File: src/rtl/serial_sub_16bit.sv
// serial_sub_16bit: digit-serial 16-bit subtractor with borrow-in/borrow-out and zero flag
module serial_sub_16bit #(
   parameter int DIGIT_W = 1
) (
   input  logic        clk,
   input  logic        rst,
   input  logic        start,
   input  logic [15:0] in_a,
   input  logic [15:0] in_b,
   input  logic        bin,
   output logic        busy,
   output logic        done,
   output logic [15:0] diff,
   output logic        bout,
   output logic        zero
);
   localparam int N = 16 / DIGIT_W;
   typedef enum logic [1:0] {IDLE, RUN, DONE} state_t;
   state_t             state, state_nx;
   logic [15:0]        a_sr, b_sr, r_sr, r_nx;
   logic               borrow, br_nx, last;
   logic [4:0]         cnt;
   logic [DIGIT_W-1:0] dig;
   assign last = cnt == 5'(N - 1);
   assign busy = state == RUN;
   assign done = state == DONE;
   // accept only from IDLE; RUN lasts N edges; DONE is a single-cycle pulse
   always_comb begin
      state_nx = (state == IDLE) ? (start ? RUN : IDLE) : (state == RUN) ? (last ? DONE : RUN) : IDLE;
   end
   // subtract the low digit with the running borrow; the borrow is the top bit of the wrapped result
   always_comb begin
      {br_nx, dig} = {1'b0, a_sr[DIGIT_W-1:0]} - {1'b0, b_sr[DIGIT_W-1:0]} - {{DIGIT_W{1'b0}}, borrow};
   end
   if (DIGIT_W == 16) begin : g_full
      assign r_nx = dig;
   end else begin : g_part
      assign r_nx = {dig, r_sr[15:DIGIT_W]};
   end
   // state register
   always_ff @(posedge clk or posedge rst) begin
      if (rst) state <= IDLE;
      else     state <= state_nx;
   end
   // operand/result shifting; outputs load only on the final RUN edge so partial digits stay hidden
   always_ff @(posedge clk or posedge rst) begin
      if (rst) begin
         a_sr   <= '0;
         b_sr   <= '0;
         r_sr   <= '0;
         borrow <= 1'b0;
         cnt    <= '0;
         diff   <= '0;
         bout   <= 1'b0;
         zero   <= 1'b0;
      end else if (state == IDLE && start) begin
         a_sr   <= in_a;
         b_sr   <= in_b;
         r_sr   <= '0;
         borrow <= bin;
         cnt    <= '0;
      end else if (state == RUN) begin
         a_sr   <= a_sr >> DIGIT_W;
         b_sr   <= b_sr >> DIGIT_W;
         r_sr   <= r_nx;
         borrow <= br_nx;
         cnt    <= cnt + 5'd1;
         if (last) begin
            diff <= r_nx;
            bout <= br_nx;
            zero <= r_nx == 16'd0;
         end
      end
   end
endmodule

File: config.mk
export PLATFORM = sky130hd
export DESIGN_NAME = serial_sub_16bit
export DESIGN_NICKNAME = d
export VERILOG_FILES = /design/src/rtl/serial_sub_16bit.sv
export SDC_FILE = /design/constraint.sdc
export NUM_CORES = 1
export LEC_CHECK = 0
export BUFFER_PORTS_ARGS = -buffer_cell sky130_fd_sc_hd__buf_2
export CORE_MARGIN = 2
export CORE_UTILIZATION = 52
export CTS_BUF_LIST = sky130_fd_sc_hd__clkbuf_8
export DETAILED_ROUTE_END_ITERATION = 7
export PLACE_DENSITY_LB_ADDON = 0.3
export SLEW_MARGIN = 20
export SYNTH_ARGS = -nofsm -noshare
export SYNTH_HDL_FRONTEND = slang
export SYNTH_SLANG_ARGS = --single-unit
File: constraint.sdc
create_clock -name clk -period 1.9 [get_ports clk]
set_input_delay 0 -clock clk [delete_from_list [all_inputs] [get_ports clk]]
set_output_delay 0 -clock clk [all_outputs]
set_load 0.005 [all_outputs]
==> results of run 1 <==
worst max-delay path by stage:
| stage | depth (start not counted) | to | slack (ns) |
|---|---|---|---|
| after floorplan | 1 | a_sr[0] | 0.05 |
| after global placement | 5 | diff[1] | 0.16 |
| after detailed placement | 5 | diff[8] | 0.09 |
| after CTS | 5 | diff[8] | 0.09 |
| after global routing | 4 | busy | 0.02 |
| final | 5 | diff[8] | 0.11 |
stage by stage:
| stage | setup WS [ns] | cell area [sq um] | hold WS (ns) |
|---|---|---|---|
| global placement | 0.159 | 3370 | 0.152 |
| finish | 0.114 | 3900 | 0.00741 |
| floorplan | 0.0467 | 3050 | 0.170 |
| CTS | 0.0866 | 3850 | 0.00566 |
| detailed placement | 0.0936 | 3370 | 0.150 |
| global route | 0.0192 | 3900 | 0.0167 |
registers in the layout (all words and copies together) (netlist names):
signal  count
bout        1
diff       16
b_sr       16
r_sr       15
state       2
zero        1
cnt         5
a_sr       16
borrow      1
cell usage in the layout (no fill, tap or decap), types with 2 or more instances in the layout:
| cell type | n |
|---|---|
| dfrtp_1 | 73 |
| buf_2 | 55 |
| nand2_1 | 38 |
| o21ai_0 | 38 |
| a22oi_1 | 31 |
| dlygate4sd3_1 | 31 |
| mux2_2 | 16 |
| a22o_1 | 15 |
| clkbuf_8 | 11 |
| inv_1 | 8 |
| a21oi_1 | 4 |
| nor2b_1 | 4 |
| buf_4 | 4 |
| nor4_1 | 3 |
| inv_2 | 2 |
| mux2i_1 | 2 |
| nand3b_4 | 2 |
| ha_1 | 2 |
layout make-up:
type / instances / area share (%)
Sequential cell: 73 / 46.8
Multi-Input combinational cell: 165 / 28.7
Tap cell: 72 / 2.31
Inverter: 7 / 0.674
Clock inverter: 5 / 0.609
Timing Repair Buffer: 92 / 17.0
Clock buffer: 11 / 3.88
metal layers:
layer,track usage (%),vias to the layer above
met1,32.3,1183
met3,5.39,6
li1,-,1122
met4,6.78,0
met5,0,-
met2,30.8,67
power groups by stage:
stage | Sequential, mW | Clock [mW] | Combinational (mW)
floorplan | 2.47 | 0 | 1.33
finish | 2.56 | 1.07 | 1.87
detailed placement | 2.58 | 0 | 1.75
global route | 2.63 | 1.16 | 2.10
CTS | 2.55 | 1.10 | 1.81
global placement | 2.55 | 0 | 1.69
kinds of logic after synthesis:
logic type | synth area share [%]
simple gates | 8.20
buf+inv | 4.10
fa+ha+maj | 1.48
flops | 59.9
compound gates | 19.8
mux | 6.56
worst max-delay path, stage by stage, from the launching register on:
cell and delay (ns):
dfrtp_1 0.41, ha_1 0.23, and3_1 0.19, ha_1 0.27, nand3b_4 0.21, mux2_2 0.36
timing repair:
action / CTS / global route
setup endpoints to repair: 0 / 18
gates resized for setup: 0 / 2
buffers inserted: 0 / 0
hold buffers: 31 / 0
endpoints found under the hold margin: 62 / 0
==> results.cfg, run 1 <==
[setup_path]
critPathLaunch = cnt[0]
timing.rr.start = cnt[0]
arrival_ns = 2.00
rr_worst_depth = 5
reg2reg_slack_ns = 0.11
startpoint_type = register
endpoint_kind = register
critPathKind = reg -> reg
r2r_end = diff[8]
cp_max_fo = 11
crit_required_ns = 2.12

[placed_design]
portBuffers = 55
gp_congestion = 0.723
placed_cells = 376
dpl.hpwl_mm = 3.95

[logic_synthesis]
syn_avg_cell_area_sq_um = 11.6
synth-edff-count = 0
ys_ff_latch = 73
synth_nets = 302
synth_common_cells = dfrtp_1 (73), nand2_1 (38), o21ai_0 (38)
ys_seq_area_share_pct = 59.9
syn_area_sq_um = 3050
yosys_warnings = 0
yosysTopAreaCell = dfrtp_1
synth-main-ff-cell = dfrtp_1
yosys.cell_types.count = 27
yosys-top-cells-area = dfrtp_1 (60%), a22oi_1 (7.6%), o21ai_0 (6.2%)
synth.most_common_cell = dfrtp_1
synthArstFlopShare_pct = 100
synthCells = 263
synth_top_area_share_pct = 59.9

[pwr]
p_comb_share_pct = 34.0
power_density_nw_per_um2 = 1410
switching_share_pct = 34.8
p_total_mw = 5.50
internal-power_mw = 3.58
pwr-share-seq_pct = 46.6
peakVddDrop_v = 0.000744
switching_power_mw = 1.91
power.share.clock_pct = 19.4
p_leak_nw = 1.86

[route]
wirelength_mm = 6.52
vias = 2378
firstDrtPassIters = 4
highest_layer = met4
drtIter0Drc = 162
wl_per_cell_um = 15.3
dr_wl_met3_um = 360
via_per_inst = 5.60
drtAntennaViolNets = 0
route.met2.wl_mm = 3.07
drt-met1-wl_mm = 3.02
drc = 0

[layout]
fin_util_pct = 70.0
area_growth_syn_to_layout_pct = 27.9
nFillCells = 396
regArea_sq_um = 1830
multiInputGateArea_sq_um = 1120
num_antenna_cells = 0
fin_cells = 425
drive_above_1_share_pct = 27.2
finish.net_count = 387

[clock_network]
clk_latency_ns = 0.33
root_buffer = clkbuf_8
clockBufferDepth = 2
htreeDepth = 3
cts_tree = yes
clock_sinks = 73
numCtsBuffers = 9
path_clk_slew_ns = 0.07

[sta]
layout_min_cycle_time_ns = 1.79
timing.final.crit_share_pct = 94.0
finClkSkew_ns = 0.00737
hold_viol_final = 0
setup_viol_count_final = 0
finalSetupTns_ns = 0
slew_headroom_pct = 53.1
fmax_mhz = 560
worst_pin_slew_ns = 0.702
rsz0062_at_grt = false
maxSlewViolCount = 0

[floorplan]
num_io_pins = 56
coreArea_sq_um = 5570
num_rows = 27
die_h_um = 80.6
initial_core_util_pct = 54.7
die_area_sq_um = 6490
dieWidth_um = 80.6

[flow_run]
maxCapViolations = 0

[grt]
grt_antenna_before_repair = 0
grt_usage_pct = 21.5
grt_start_max_net_pins = 53
grt_pass1_wl_mm = 10.6
grt_pass1_vias = 2193
grt_overflow_total = 0

[worst_hold_path]
hold_depth = 3
hold_start = in_a[14]
whs_endpoint = a_sr[14]
worstHoldPathType = in -> reg

[run_status]
status = completed
Note: power is estimated with default switching activity, not from simulation.
==> inputs of run 2 (changes only) <==
Settings changed: BUFFER_PORTS_ARGS -buffer_cell sky130_fd_sc_hd__buf_2 to -buffer_cell sky130_fd_sc_hd__buf_4.
==> run 2 against run 1 <==
  * First-iteration DRC count rose by 23%
  * Cell area rose by 5.6%
  * Power rose by 9.6%
  * Wire length rose by 6.7%
  * Via count rose by 2.1%
  * Core utilization rose by 3.9 points
  * Clock skew rose by 0.0030 ns
  * Sequential power barely moved
  * Worst hold slack got worse by 0.0063 ns
  * Critical path type unchanged
  * Critical endpoint is now diff[5]
  * Largest power group unchanged
==> results.cfg, run 2 (synthesized netlist as in run 1, its figures left out) <==
[flow_run]
maxCapViolations = 0

[route]
wl_per_cell_um = 16.3
via_per_inst = 5.69
drtIter0Drc = 200
vias = 2428
firstDrtPassIters = 4
wirelength_mm = 6.96
drc = 0
drtAntennaViolNets = 0

[sta]
layout_min_cycle_time_ns = 1.80
fmax_mhz = 556
maxSlewViolCount = 0
finClkSkew_ns = 0.0103
hold_viol_final = 0
finalSetupTns_ns = 0
slew_headroom_pct = 51.0
rsz0062_at_grt = false
worst_pin_slew_ns = 0.735
setup_viol_count_final = 0
timing.final.crit_share_pct = 94.7

[pwr]
peakVddDrop_v = 0.000868
switching_power_mw = 1.98
switching_share_pct = 32.9
power_density_nw_per_um2 = 1460
internal-power_mw = 4.04
power.share.clock_pct = 24.3
p_leak_nw = 1.93
pwr-share-seq_pct = 42.8
p_comb_share_pct = 32.9

[setup_path]
reg2reg_slack_ns = 0.10
critPathKind = reg -> reg
rr_worst_depth = 5
endpoint_kind = register
crit_required_ns = 2.13
startpoint_type = register
cp_max_fo = 11
arrival_ns = 2.03

[clock_network]
cts_tree = yes
clk_latency_ns = 0.35
clock_sinks = 73
path_clk_slew_ns = 0.08
root_buffer = clkbuf_8
post_cts_buffers = 0
numCtsBuffers = 9
clockBufferDepth = 2
htreeDepth = 3

[grt]
grt_pass1_wl_mm = 11.6
grt_antenna_before_repair = 0
grt_start_max_net_pins = 53
grt_usage_pct = 23.5
grt_overflow_total = 0
grt_pass1_vias = 2438

[placed_design]
portBuffers = 55
gp_congestion = 0.770
dpl.hpwl_mm = 4.00

[floorplan]
coreArea_sq_um = 5570
die_h_um = 80.6
initial_core_util_pct = 54.7
num_rows = 27
num_io_pins = 56
die_area_sq_um = 6490
dieWidth_um = 80.6

[layout]
multiInputGateArea_sq_um = 1120
most-common-layout-cells = dfrtp_1 (73), buf_4 (59), nand2_1 (38), o21ai_0 (38), dlygate4sd3_1 (33)
largest_registers = a_sr x16, b_sr x16, diff x16
regArea_sq_um = 1830
num_antenna_cells = 0
fin_util_pct = 73.9
finish.net_count = 389
drive_above_1_share_pct = 27.6
nFillCells = 355
area_growth_syn_to_layout_pct = 35.1
layout_commonest_cell = dfrtp_1

[worst_hold_path]
worstHoldPathType = in -> reg
hold_depth = 3

[run_status]
status = completed
run 2: cell count changes in the layout (fill, tap and decap cells not counted), sizes merged:
cell         previous run  this run
bufinv                  0         3
dlygate4sd3            31        33
inv                    10         8
clkbuf                 11        10
run 2: cell type report:
| cell class | count | area share (%) |
|---|---|---|
| multi-input combinational | 165 | 27.2 |
| clock inverter | 6 | 2.58 |
| tap | 72 | 2.19 |
| clock buffer | 10 | 3.34 |
| sequential | 73 | 44.3 |
| timing repair buffer | 94 | 19.7 |
| inverter | 7 | 0.638 |
run 2: critical path: stages, from the launching register on:
cell      delay (ns)
dfrtp_1         0.41
ha_1            0.24
and3_1          0.19
ha_1            0.27
nand3b_4        0.22
mux2_2          0.36
run 2: what timing repair did:
action	4_1_cts	5_1_grt
hold endpoints to repair	64	0
hold buffers	33	0
resized for setup	0	2
setup endpoints to repair	0	24
run 2: path summary, 6_finish.rpt:
check,startpoint,end
setup / recovery,cnt[0],diff[5]
hold / removal,in_a[13],a_sr[13]
hold reg to reg,a_sr[10],a_sr[10]
max in group asynchronous,rst,b_sr[1]
setup reg to reg,cnt[0],diff[5]
min in group asynchronous,rst,diff[1]
run 2: metrics by stage:
| step | cell area (sq um) | setup slack (ns) | power (mW) | cells | hold WS (ns) |
|---|---|---|---|---|---|
| 2_1_floorplan | 3050 | 0.0467 | 3.80 | 263 | 0.170 |
| 3_3_place_gp | 3500 | 0.158 | 4.34 | 376 | 0.157 |
| 3_5_place_dp | 3500 | 0.0763 | 4.44 | 376 | 0.167 |
| 4_1_cts | 4080 | 0.0676 | 5.98 | 425 | 0.00884 |
| 5_1_grt | 4120 | 0.0136 | 6.43 | 427 | 0.0722 |
| 6_report | 4120 | 0.102 | 6.02 | 427 | 0.00111 |
run 2: metal layers:
metal | up-vias | global-route usage [%] | share of wire, %
met1 | 1195 | 32.2 | 45
met2 | 88 | 35.7 | 47
met3 | 21 | 4.83 | 5.6
li1 | 1124 | - | -
met4 | 0 | 11.9 | 2.5
met5 | - | 0 | 0
run 2: power by group through the flow:
stage	Combinational (mW)	Sequential (mW)	Clock (mW)
final	1.98	2.58	1.46
after global routing	2.22	2.67	1.55
after CTS	1.93	2.57	1.48
after detailed placement	1.85	2.59	0
after global placement	1.78	2.56	0
after floorplan	1.33	2.47	0
